`src/rtl/conv_window_mac_pkg.sv`:
```
// rtl/conv_window_mac_pkg.sv - shared FSM state type and accumulator width helper
package conv_window_mac_pkg;

    typedef enum logic {
        ST_ACCUM = 1'b0,
        ST_HOLD  = 1'b1
    } state_t;

    // A full window holds ksize*ksize products of two bitwidth-wide signed
    // values, so this width holds the exact window sum without overflow.
    function automatic int acc_width(input int bitwidth, input int ksize);
        return 2 * bitwidth + $clog2(ksize * ksize);
    endfunction

endpackage

```
`src/rtl/conv_window_mac_row_dot.sv`:
```
// rtl/conv_window_mac_row_dot.sv - combinational signed dot product of one map row and one kernel row
// Ports:
//   map_i    : KSIZE packed signed map elements, element 0 in LSBs
//   kernel_i : KSIZE packed signed kernel elements, element 0 in LSBs
//   sum_o    : signed sum of the KSIZE products, sign-extended to OUT_W
module conv_row_dot #(
    parameter int BITWIDTH = 4,
    parameter int KSIZE    = 5,
    parameter int OUT_W    = 13
) (
    input  logic [KSIZE*BITWIDTH-1:0] map_i,
    input  logic [KSIZE*BITWIDTH-1:0] kernel_i,
    output logic signed [OUT_W-1:0]   sum_o
);

    logic signed [BITWIDTH-1:0]   m_el [KSIZE];
    logic signed [BITWIDTH-1:0]   k_el [KSIZE];
    logic signed [2*BITWIDTH-1:0] prod [KSIZE];

    for (genvar i = 0; i < KSIZE; i++) begin : g_prod
        assign m_el[i] = map_i[i*BITWIDTH +: BITWIDTH];
        assign k_el[i] = kernel_i[i*BITWIDTH +: BITWIDTH];
        // Sign-extend both operands to the full product width first.
        assign prod[i] = (2*BITWIDTH)'(m_el[i]) * (2*BITWIDTH)'(k_el[i]);
    end

    always_comb begin
        sum_o = '0;
        for (int i = 0; i < KSIZE; i++) begin
            sum_o = sum_o + OUT_W'(prod[i]);
        end
    end

endmodule

```
`src/rtl/conv_window_mac.sv`:
```
// rtl/conv_window_mac.sv - KSIZE x KSIZE window multiply-accumulate, one row per beat, shifted and saturated result
// Ports:
//   clk, rst_n          : clock (rising edge), synchronous active-low reset
//   in_valid/in_ready   : row beat handshake; in_map/in_kernel carry one signed row each
//   out_valid/out_ready : result handshake; out_value is the shifted, saturated window sum
//   out_sat             : result was clipped by saturation
// Build option: CONV_WINDOW_RELU_EN clamps negative results to zero.
module conv_window_mac
    import conv_window_mac_pkg::*;
#(
    parameter int BITWIDTH   = 4,
    parameter int KSIZE      = 5,
    parameter int FRAC_SHIFT = 2
) (
    input  logic                      clk,
    input  logic                      rst_n,
    input  logic                      in_valid,
    output logic                      in_ready,
    input  logic [KSIZE*BITWIDTH-1:0] in_map,
    input  logic [KSIZE*BITWIDTH-1:0] in_kernel,
    output logic                      out_valid,
    input  logic                      out_ready,
    output logic [BITWIDTH-1:0]       out_value,
    output logic                      out_sat
);

    localparam int ACC_W = acc_width(BITWIDTH, KSIZE);
    localparam int ROW_W = (KSIZE > 1) ? $clog2(KSIZE) : 1;
    localparam logic signed [ACC_W-1:0] SAT_MAX = ACC_W'((1 << (BITWIDTH - 1)) - 1);
    localparam logic signed [ACC_W-1:0] SAT_MIN = -SAT_MAX - ACC_W'(1);

    state_t                   state_q;
    logic [ROW_W-1:0]         row_q;
    logic signed [ACC_W-1:0]  acc_q;
    logic signed [ACC_W-1:0]  acc_d;
    logic signed [ACC_W-1:0]  row_sum;
    logic signed [ACC_W-1:0]  acc_shift;
    logic [BITWIDTH-1:0]      out_value_q;
    logic [BITWIDTH-1:0]      res_d;
    logic                     out_valid_q;
    logic                     out_sat_q;
    logic                     sat_d;
    logic                     beat;
    logic                     last_beat;

    conv_row_dot #(
        .BITWIDTH (BITWIDTH),
        .KSIZE    (KSIZE),
        .OUT_W    (ACC_W)
    ) u_row_dot (
        .map_i    (in_map),
        .kernel_i (in_kernel),
        .sum_o    (row_sum)
    );

    assign in_ready  = (state_q == ST_ACCUM);
    assign beat      = in_valid & in_ready;
    assign last_beat = beat && (row_q == ROW_W'(KSIZE - 1));
    assign acc_d     = acc_q + row_sum;
    // Arithmetic shift of a signed value: rounds toward minus infinity.
    assign acc_shift = acc_d >>> FRAC_SHIFT;

    always_comb begin
        res_d = acc_shift[BITWIDTH-1:0];
        sat_d = 1'b0;
        if (acc_shift > SAT_MAX) begin
            res_d = SAT_MAX[BITWIDTH-1:0];
            sat_d = 1'b1;
        end else if (acc_shift < SAT_MIN) begin
            res_d = SAT_MIN[BITWIDTH-1:0];
            sat_d = 1'b1;
        end
`ifdef CONV_WINDOW_RELU_EN
        // Clamp after saturation; out_sat still reports any clipping.
        if (res_d[BITWIDTH-1]) begin
            res_d = '0;
        end
`endif
    end

    always_ff @(posedge clk) begin
        if (!rst_n) begin
            state_q     <= ST_ACCUM;
            row_q       <= '0;
            acc_q       <= '0;
            out_valid_q <= 1'b0;
            out_value_q <= '0;
            out_sat_q   <= 1'b0;
        end else begin
            case (state_q)
                ST_ACCUM: begin
                    if (beat) begin
                        acc_q <= acc_d;
                        if (last_beat) begin
                            row_q       <= '0;
                            state_q     <= ST_HOLD;
                            out_valid_q <= 1'b1;
                            out_value_q <= res_d;
                            out_sat_q   <= sat_d;
                        end else begin
                            row_q <= row_q + 1'b1;
                        end
                    end
                end
                ST_HOLD: begin
                    if (out_ready) begin
                        acc_q       <= '0;
                        out_valid_q <= 1'b0;
                        state_q     <= ST_ACCUM;
                    end
                end
                default: state_q <= ST_ACCUM;
            endcase
        end
    end

    assign out_valid = out_valid_q;
    assign out_value = out_value_q;
    assign out_sat   = out_sat_q;

endmodule
```
`config.mk`:
```
export PLATFORM = sky130hd
export DESIGN_NAME = conv_window_mac
export DESIGN_NICKNAME = d
export VERILOG_FILES = /design/src/rtl/conv_window_mac_pkg.sv /design/src/rtl/conv_window_mac_row_dot.sv /design/src/rtl/conv_window_mac.sv
export SDC_FILE = /design/constraint.sdc
export NUM_CORES = 1
export LEC_CHECK = 0
export CAP_MARGIN = 10
export CORE_UTILIZATION = 35
export CTS_BUF_LIST = sky130_fd_sc_hd__clkbuf_4 sky130_fd_sc_hd__clkbuf_8 sky130_fd_sc_hd__clkbuf_16
export DETAILED_ROUTE_END_ITERATION = 10
export GPL_ROUTABILITY_DRIVEN = 0
export GPL_TIMING_DRIVEN = 0
export PLACE_DENSITY = 0.58
export SLEW_MARGIN = 15
export SYNTH_ARGS = -nofsm -noshare
export SYNTH_HDL_FRONTEND = slang
export SYNTH_HIERARCHICAL = 1
export SYNTH_SLANG_ARGS = --single-unit
```
`constraint.sdc`:
```
create_clock -name clk -period 7.8 [get_ports clk]
set_clock_uncertainty 0.05 [all_clocks]
set_input_delay 1.17 -clock clk [delete_from_list [all_inputs] [get_ports clk]]
set_output_delay 1.17 -clock clk [all_outputs]
set_load 0.005 [all_outputs]
```
* Yosys cells after proc, flatten, opt, wreduce, memory -nomap -nowiden
Index checks and enable logic that the tools add are counted.
** Storage, ports and cells
- Register bits after elaboration :: 23
- Input bits :: 44
- Output and inout port bits :: 7
- Logic and storage cells :: 46
** Cells by class
- Add/subtract/negate cells :: 6
- Multipliers :: 5
- Order comparisons :: 2
- Eq/ne operators :: 4
- Multiplexer cells :: 16
- Bitwise operators :: 2
- Reduce and logical (&&, ||, !) cells :: 5
** Operators with widths (number)
- 4-bit by 4-bit multiplier with 8-bit output :: 5
- 13-bit by 8-bit adder with 13-bit output :: 2
- 13-bit 2-to-1 mux :: 2
- 13-bit case mux with 2 select lines :: 1
- 13-bit adder :: 1
- 11-bit by 4-bit greater-than comparator with 1-bit output (second input constant) :: 1
- 11-bit by 4-bit < comparator with 1-bit output (second input constant) :: 1
- 9-bit by 8-bit adder with 10-bit output :: 1
- 8-bit by 8-bit adder with 9-bit output :: 1
- 1-bit 2-to-1 mux :: 8
- 4-bit 2-to-1 mux :: 2
- 3-bit AND reduction :: 2
- 2-bit by 1-bit != test with 1-bit output (second input constant) :: 2
- 1-bit case mux with 2 select lines :: 2
- 2-bit AND reduction :: 2
- 3-bit by 1-bit adder with 3-bit output (second input constant) :: 1
- 3-bit equality test (second input constant) :: 1
- 3-bit 2-to-1 mux :: 1
- 2-bit != test (second input constant) :: 1
- 1-bit AND :: 1
- 1-bit logical AND :: 1
- 1-bit inverter :: 1

* Logic depth before layout (Yosys ltp)
- Word-level depth :: 9
- Mapped depth :: 29
- Gate-level depth less buffers :: 29

* Modules after synthesis
The synthesis kept the hierarchy.
** Modules (own cells, without submodules)
- conv_row_dot :: instances 1, cells an instance 437, area an instance 4204.0 µm², seq. area each 0.0 µm²
- conv_window_mac :: instances 1, cells an instance 190, area an instance 1604.0 µm², seq. area each 460.4 µm²

* Worst setup path after synthesis
OpenSTA, ideal clock, no wires.
- Path kind :: input -> register
- From :: in in_map[15]
- To :: reg out_sat_q, in the netlist out_sat
- Setup time :: 0.128 ns
- Arrival time :: 7.870 ns
- Required time :: 7.622 ns
- Setup slack :: -0.248 ns
- Cell stages on the path :: 26
- Cell sequence :: and2_1 -> fa_1 -> inv_1 -> fa_1 -> inv_1 -> fa_1 -> fa_1 -> fa_1 -> fa_1 -> inv_1 -> fa_1 -> inv_1 -> ha_1 -> nand3_1 -> o2111ai_2 -> a21o_1 -> a21oi_2 -> xnor2_1 -> ha_1 -> nand2_1 -> o21ai_1 -> a211oi_2 -> xor2_2 -> or4_1 -> mux2i_1 -> o22ai_1
** Between the ends
- Longest elaborated chain between the ends :: 7
** RTL lines
- start: declaration :: line conv_window_mac.sv:19 : input logic [KSIZE*BITWIDTH-1:0] in_map,
- 4-bit by 4-bit multiplier with 8-bit output * :: line conv_window_mac_row_dot.sv:24 : assign prod[i] = (2*BITWIDTH)'(m_el[i]) * (2*BITWIDTH)'(k_el[i]);
- 13-bit by 8-bit adder with 13-bit output * (2 in series) :: line conv_window_mac_row_dot.sv:30 : sum_o = sum_o + OUT_W'(prod[i]);
- net row_sum[9] :: line conv_window_mac.sv:36 : logic signed [ACC_W-1:0] row_sum;
- 13-bit adder * :: line conv_window_mac.sv:59 : assign acc_d = acc_q + row_sum;
- 11-bit by 4-bit < comparator with 1-bit output :: line conv_window_mac.sv:69 : end else if (acc_shift < SAT_MIN) begin
- 1-bit 2-to-1 mux :: line conv_window_mac.sv:69
- 1-bit 2-to-1 mux * :: line conv_window_mac.sv:66 : if (acc_shift > SAT_MAX) begin
- end signal: assignment :: line conv_window_mac.sv:99 : out_sat_q <= sat_d;
- end: declaration :: line conv_window_mac.sv:41 : logic out_sat_q;
Mark *: on every way through the listed nets, which the timed path passes. The rest lies on a longest branch.
A chain may end at the register's enable or synchronous reset.

* Worst setup path after layout
- From :: in in_kernel[8]
- To :: reg out_sat_q, in the netlist out_sat
** Between the ends
- Longest elaborated chain between the ends :: 8
** RTL lines
- start: declaration :: line conv_window_mac.sv:20 : input logic [KSIZE*BITWIDTH-1:0] in_kernel,
- 4-bit by 4-bit multiplier with 8-bit output * :: line conv_window_mac_row_dot.sv:24
- 9-bit by 8-bit adder with 10-bit output * :: line conv_window_mac_row_dot.sv:30
- 13-bit by 8-bit adder with 13-bit output * (2 in series) :: line conv_window_mac_row_dot.sv:30
- net row_sum[9] :: line conv_window_mac.sv:36
- 13-bit adder * :: line conv_window_mac.sv:59
- 11-bit by 4-bit < comparator with 1-bit output :: line conv_window_mac.sv:69
- 1-bit 2-to-1 mux :: line conv_window_mac.sv:69
- 1-bit 2-to-1 mux * :: line conv_window_mac.sv:66
Marked as above.

==> metrics.md <==
| Metric | Value |
|---|---|
| Post-route cell area | `7570 sq um` |
| Synthesized instance count | `627` |
| Clock tree from TritonCTS | `built` |
| Clock latency reported for the late side of the worst-skew pair | `between 0.2 and 0.3 ns` |
| Placed Area | `between 6000 and 7000 sq um` |
| Sequential fraction of the synthesis area | `0.0793` |
| Shortest clock period the worst path allows after layout | `7.98 ns` |
| Area added between synthesis and finish | `30.4%` |
| Number of synthesized register bits | `23` |
| Total number of vias | `roughly 4,400` |
| Non-filler instance count after layout | `~940` |
| Max Fclk | `125 MHz` |
| Vias per cell | `roughly 4.7` |
| Most used DFF post-synth | `sky130_fd_sc_hd__dfxtp_1` |
| HPWL Detailed | `approximately 12 mm` |
| Endpoints failing setup | `4` |
| DR iter-0 viols | `around 120` |
| Vias in the first global route | `approximately 4,600` |
| Share of final-layout standard cells stronger than drive strength 1 | `0.306` |
| Warnings from Yosys | `6` |
| Standard cell core area | `between 15,000 and 20,000 sq um` |
| Worst-path fanout max | `4` |
| Critical path data arrival time | `~8.1 ns` |
| Global-route wire length before repair | `~22 mm` |
| Height of the die | `131 microns` |
| Clock Root Buffer | `sky130_fd_sc_hd__clkbuf_16` |
| Violated checks | `setup timing` |
| Setup repair after global routing missed its margin | `true` |
| Synthesized netlist net count | `about 850` |
| Share of async-settable or async-resettable flops after synthesis | `0` |
| Buffers from clock root to sink, at most | `2` |
| Core Rows | `between 40 and 50` |
| Number of antenna violations at the first check in global routing | `0` |
| Max-slew violation count | `0` |
| CP startpoint kind | `primary input` |
| Number of diodes | `0` |
| Required @ worst endpoint | `around 7.9 ns` |
| Kind of end point of the critical path | `flip-flop` |
| R2R Setup Slk | `~5 ns` |
| Outcome | `complete, but fails checks` |
| Pin count of the biggest net entering global routing | `13` |
| Count of port buffers added during placement | `50` |
| Synth unique cells | `56` |
| Final count of hold timing violations | `0` |
| Relative slew margins | `0.617` |
| Total wirelength of the detailed-routed design | `about 14 mm` |
| Start point of the worst min-delay path | `out_value[0]$_SDFFE_PN0P_` |
| Die X-Extent | `between 100 and 150 microns` |
| Number of synthesized flops with an enable pin | `0` |
| WL per Instance | `between 10 and 15 microns` |
| Commonest non-fill, non-tap cell in the layout | `sky130_fd_sc_hd__inv_1` |
| Max-Cap Viols | `0` |
| Highest-count cells in the layout ignoring fill and taps | `sky130_fd_sc_hd__inv_1, sky130_fd_sc_hd__fa_1, sky130_fd_sc_hd__buf_4` |
| Setup WS post-layout | `-0.176 ns` |
| Startpoint of the worst register-to-register path | `acc_q[0]$_SDFFE_PN0P_` |
| CTS Buf Count | `3` |
| Overflow left after global routing | `0` |
| Worst Hold Path Cells | `2` |
| Worst-Margin Slew | `between 0.5 and 0.6 ns` |
| I/O pin count | `between 50 and 60` |
| Placed Cells | `about 890` |
| Gr usage total | `0.166` |
| Final net count | `945` |
| Final period utilization | `1.02` |
| DRC | `0` |
| TritonCTS Sinks | `23` |
| Initial Utilization | `0.362` |
| Number of search-and-repair iterations in the first detailed-routing pass | `4` |
| Reg-to-reg endpoint | `out_sat$_SDFFE_PN0P_` |
| Final total negative setup slack | `-0.434 ns` |
| Clock-pin slew on the worst setup and hold paths | `~0.06 ns` |
| FF-to-FF path depth | `9` |
| Combined area of all synthesized cells | `between 5000 and 6000 sq um` |
| CTS HTree Levels | `1` |
| Post-DRT Antenna Nets | `0` |
| Worst hold path endpoint | `out_value[0]$_SDFFE_PN0P_` |
| Worst min-delay path category | `flip-flop to flip-flop` |
| Worst hold slack | `roughly 0.42 ns` |
| Kind of critical path | `primary input to flip-flop` |
| Die area | `roughly 17,000 sq um` |
| Total of fill cells in the finished design | `1,488` |
| Mean cell area of the mapped netlist | `around 9 sq um` |
## worst max-delay path by stage
stage          cells after the start  slack [ns]     startpoint                   end
2_1_floorplan                     25       0.009     in_map[11]  out_sat$_SDFFE_PN0P_
3_3_place_gp                      26       -1.21  in_kernel[11]  out_sat$_SDFFE_PN0P_
3_5_place_dp                      26       -1.21  in_kernel[11]  out_sat$_SDFFE_PN0P_
4_1_cts                           25       -0.14  in_kernel[13]  out_sat$_SDFFE_PN0P_
5_1_grt                           26       -0.42   in_kernel[8]  out_sat$_SDFFE_PN0P_
6_report                          26       -0.18   in_kernel[8]  out_sat$_SDFFE_PN0P_
## metrics by stage
stage | utilization | worst slack (ns)
after detailed placement | 0.414 | -1.21
after global placement | 0.414 | -1.21
final | 0.471 | -0.176
after global routing | 0.471 | -0.415
after floorplan | - | 0.00906
after CTS | 0.448 | -0.137
## sequential cells by signal (all words and copies together), names as in the netlist
signal and cells:
acc_q 13, out_value 4, row_q 3, out_sat 1, out_valid 1, state_q 1
## kinds of logic after synthesis
logic type                 synth area share
DFF                                  0.0793
xor gates and xnor gates             0.0388
buffers and inverters                 0.105
and+or+nand+nor                       0.149
adders and majority gates             0.525
muxes                               0.00732
AOI/OAI and AO/OA                    0.0959
## synth_stat cells, types with 9 or more instances
master,count,area [sq um]
sky130_fd_sc_hd__inv_1,149,559
sky130_fd_sc_hd__fa_1,116,2320
sky130_fd_sc_hd__ha_1,58,726
sky130_fd_sc_hd__nand2_1,50,188
sky130_fd_sc_hd__and2_1,44,275
sky130_fd_sc_hd__dfxtp_1,23,460
sky130_fd_sc_hd__nor2b_1,18,113
sky130_fd_sc_hd__a21oi_1,17,85.1
sky130_fd_sc_hd__nor2_1,16,60.1
sky130_fd_sc_hd__o21ai_0,16,80.1
sky130_fd_sc_hd__xnor2_1,16,140
sky130_fd_sc_hd__nand2b_1,9,56.3
## worst max-delay path, cell delays in order
cell,delay (ns)
sky130_fd_sc_hd__buf_2,0.13
sky130_fd_sc_hd__and2_4,0.18
sky130_fd_sc_hd__buf_4,0.11
sky130_fd_sc_hd__fa_2,0.44
sky130_fd_sc_hd__fa_1,0.58
sky130_fd_sc_hd__fa_1,0.45
sky130_fd_sc_hd__fa_1,0.63
sky130_fd_sc_hd__fa_2,0.48
sky130_fd_sc_hd__fa_1,0.49
sky130_fd_sc_hd__inv_1,0.05
sky130_fd_sc_hd__fa_1,0.50
sky130_fd_sc_hd__inv_2,0.05
sky130_fd_sc_hd__ha_4,0.29
sky130_fd_sc_hd__nand3_4,0.09
sky130_fd_sc_hd__o2111ai_4,0.28
sky130_fd_sc_hd__a21o_1,0.17
sky130_fd_sc_hd__a21oi_2,0.06
sky130_fd_sc_hd__xnor2_1,0.12
sky130_fd_sc_hd__ha_1,0.37
sky130_fd_sc_hd__buf_6,0.15
sky130_fd_sc_hd__and3_4,0.14
sky130_fd_sc_hd__a22oi_2,0.22
sky130_fd_sc_hd__nand4_1,0.22
sky130_fd_sc_hd__or4_4,0.45
sky130_fd_sc_hd__mux2i_1,0.15
sky130_fd_sc_hd__o22ai_1,0.09
## routing by layer
metal | GRT usage | share of wire | vias to the layer above
li1 | - | - | 2148
met1 | 0.246 | 0.47 | 2207
met2 | 0.276 | 0.49 | 54
met3 | 0.0106 | 0.019 | 16
met4 | 0.0142 | 0.013 | 0
met5 | 0 | 0 | -
## repair_timing
item / 4_1_cts / 5_1_grt
resized for setup: 233 / 102
endpoints found under the setup margin: 12 / 8
buffers inserted: 34 / 12
pin swaps: 108 / 87
hold buffers: 0 / 0
## final cells by class
class,count,area (sq um),share of cell area
sequential,23,460,0.0608
timing repair buffer,96,793,0.105
inverter,149,564,0.0745
tap,216,270,0.0357
multi-input combinational,445,5360,0.707
buffer,9,45.0,0.00595
clock buffer,4,82.6,0.0109
Power is left out: the tool's default activity adds up to more than one toggle a clock period on the data nets, which glitch-free logic cannot reach.
==> RTL edit: new RTL, same flow settings <==
`KSIZE` is set to 5 in 2 places; all go to 10.
--- a/src/rtl/conv_window_mac_row_dot.sv
+++ b/src/rtl/conv_window_mac_row_dot.sv
@@ -5,7 +5,7 @@
 //   sum_o    : signed sum of the KSIZE products, sign-extended to OUT_W
 module conv_row_dot #(
     parameter int BITWIDTH = 4,
-    parameter int KSIZE    = 5,
+    parameter int KSIZE    = 10,
     parameter int OUT_W    = 13
 ) (
     input  logic [KSIZE*BITWIDTH-1:0] map_i,
--- a/src/rtl/conv_window_mac.sv
+++ b/src/rtl/conv_window_mac.sv
@@ -9,7 +9,7 @@
     import conv_window_mac_pkg::*;
 #(
     parameter int BITWIDTH   = 4,
-    parameter int KSIZE      = 5,
+    parameter int KSIZE      = 10,
     parameter int FRAC_SHIFT = 2
 ) (
     input  logic                      clk,
Ports: changed (resized in_kernel and in_map); port bits go from 51 to 91. No check against the original RTL was run, so the function may have changed too.
==> RTL edit against the original RTL <==
The flow still finishes with violations (negative setup slack); area after synthesis increased by 80%; die area increased by 79%; critical path type unchanged; critical path depth grew 5; maximum frequency is 12% lower; sequential cell count is 3 higher; worst setup slack got worse by 1100 ps; final area up 73%; routed wire length grew 75%.
Power is not shown: default switching activity piles up to over one toggle a cycle in this logic, so the estimate is an artifact.
==> RTL edit: results (changes against the original RTL) <==
Outcome
  – Outcome: finished with violations
  – Failing checks: negative setup slack

Logic synthesis
  – Ys flop type: dfxtp_1
  – Syn Nets: 1517 (+80%)
  – Netlist cell types: 56 (unchanged)
  – Ys Warns: 6 (unchanged)
  – Seq/Total Area, Yosys: 0.0498 (-0.0295)
  – FFs w/ async S/R, synth: 0 (unchanged)
  – Ranking of synthesized cells by area: fa_1 49%, ha_1 11%, inv_1 11%
  – Most instantiated cells after synthesis: 299 x inv_1, 256 x fa_1, 92 x ha_1

Setup path
  – Arr. time, crit path: 9130 ps (+1080 ps)
  – Worst path slowest cell: fa_2
  – Worst-path fanout max: 5 (+1)
  – Max incr delay on CP: 610 ps (-20 ps)
  – CP top delay family: adder cells

Cells and area
  – N_diodes: 0 (unchanged)
  – Biggest register: acc_q
  – Layout cells sized above 1: 0.290 (-0.0160)
  – Max reg flops: 15 (+2)
  – Final nets: 1665 (+76%)

Timing
  – Setup violators final: 15 (+11)
  – Total negative slack: -11720 ps (-11290 ps)
  – Worst-margin pin slew: 739 ps (+171 ps)
  – Setup ws final: -1230 ps (-1060 ps)

CTS
  – CTS H-tree lvls: 1 (unchanged)
  – Clock slew at reported path FFs: 60 ps (about the same)
  – CTS max path bufs: 2 (unchanged)
  – CTS root buf: clkbuf_16
  – Clk_lat worst skew: 260 ps
  – CTS Buf Count: 3 (unchanged)

Placement
  – Port Buffers: 90 (+80%)
  – Area of placed instances: 12100 um^2 (+82%)
  – Pre-CTS setup slack: -2460 ps (-1250 ps)
  – Post-DP HPWL: 21.2 mm (+84%)

Detailed routing
  – TritonRoute pass-1 iters: 4 (unchanged)
  – Initial DRC count: 273 (+140%)
  – Via count: 7247 (+64%)
  – Avg WL per Cell: 14.9 um (+1.8%)

GRT
  – Vias in the first global route: 8177 (+78%)
  – Total Routing Usage GR: 0.171 (+0.00514)
  – Pin count of the biggest net entering global routing: 15 (+2)
  – First-pass GRT wire length: 41.8 mm (+87%)
  – Initial antenna violation count: 0 (unchanged)

Hold path
  – Hold Crit Class: reg -> reg
RTL edit: cell types whose count changed after synthesis, moves of 11 or more:
cell,change
ha_1,+34
inv_1,+150
nand2_1,+21
and2_1,+35
fa_1,+140
nand2b_1,+23
nor2_1,+11
RTL edit: worst min-delay path, delay by kind of cell (launching register included):
kind,cells,cell delay (ps)
AND/OR/NAND/NOR,1,50
AO/OA/AOI/OAI,1,60
flip-flops,1,310
RTL edit: cells by family (layout without fill, tap and decap cells):
family                   Yosys count  in the layout  share of synthesized area
flip-flops                        26             26                     0.0498
XOR/XNOR                          35             35                     0.0300
multiplexers                       2              2                    0.00215
AND/OR/NAND/NOR                  262            262                      0.134
buffers and inverters            314            461                      0.113
AO/OA/AOI/OAI                     97             97                     0.0696
other                              1              1                   0.000359
adder cells (fa/ha/maj)          348            348                      0.601
RTL edit: final timing paths:
path / from / to / slack, ps / depth (start not counted)
max: in_kernel[24] / out_sat / -1230 / 31
min: out_valid / out_valid / 420 / 2
max reg2reg: acc_q[0] / out_sat / 4920 / 10
min reg2reg: out_valid / out_valid / 420 / 2
RTL edit: per-layer routing:
| metal | routed length [um] | part of all wire | global-route usage | up-vias |
|---|---|---|---|---|
| met1 | 10800 | 0.45 | 0.238 | 3608 |
| met2 | 12300 | 0.51 | 0.303 | 97 |
| met5 | 0 | 0 | 0 | - |
| met4 | 316 | 0.013 | 0.0232 | 0 |
| met3 | 602 | 0.025 | 0.00718 | 19 |
| li1 | - | - | - | 3523 |
RTL edit: through the flow:
step,cells,util
floorplan,1085,-
global placement,1559,0.416
detailed placement,1559,0.416
CTS,1604,0.441
global route,1616,0.451
finish,1616,0.451
RTL edit: final cells by class:
cell class,instances,area (um^2)
inverter,300,1140
multi-input combinational,745,9690
fill,2801,15900
buffer,12,70.1
clock buffer,4,88.8
timing repair buffer,145,1090
tap,384,480
sequential,26,520
RTL edit: repair_timing:
item | in CTS | in global routing
endpoints found under the setup margin | 18 | 17
buffers inserted | 42 | 14
gates resized for setup | 348 | 158
pin swaps | 116 | 71
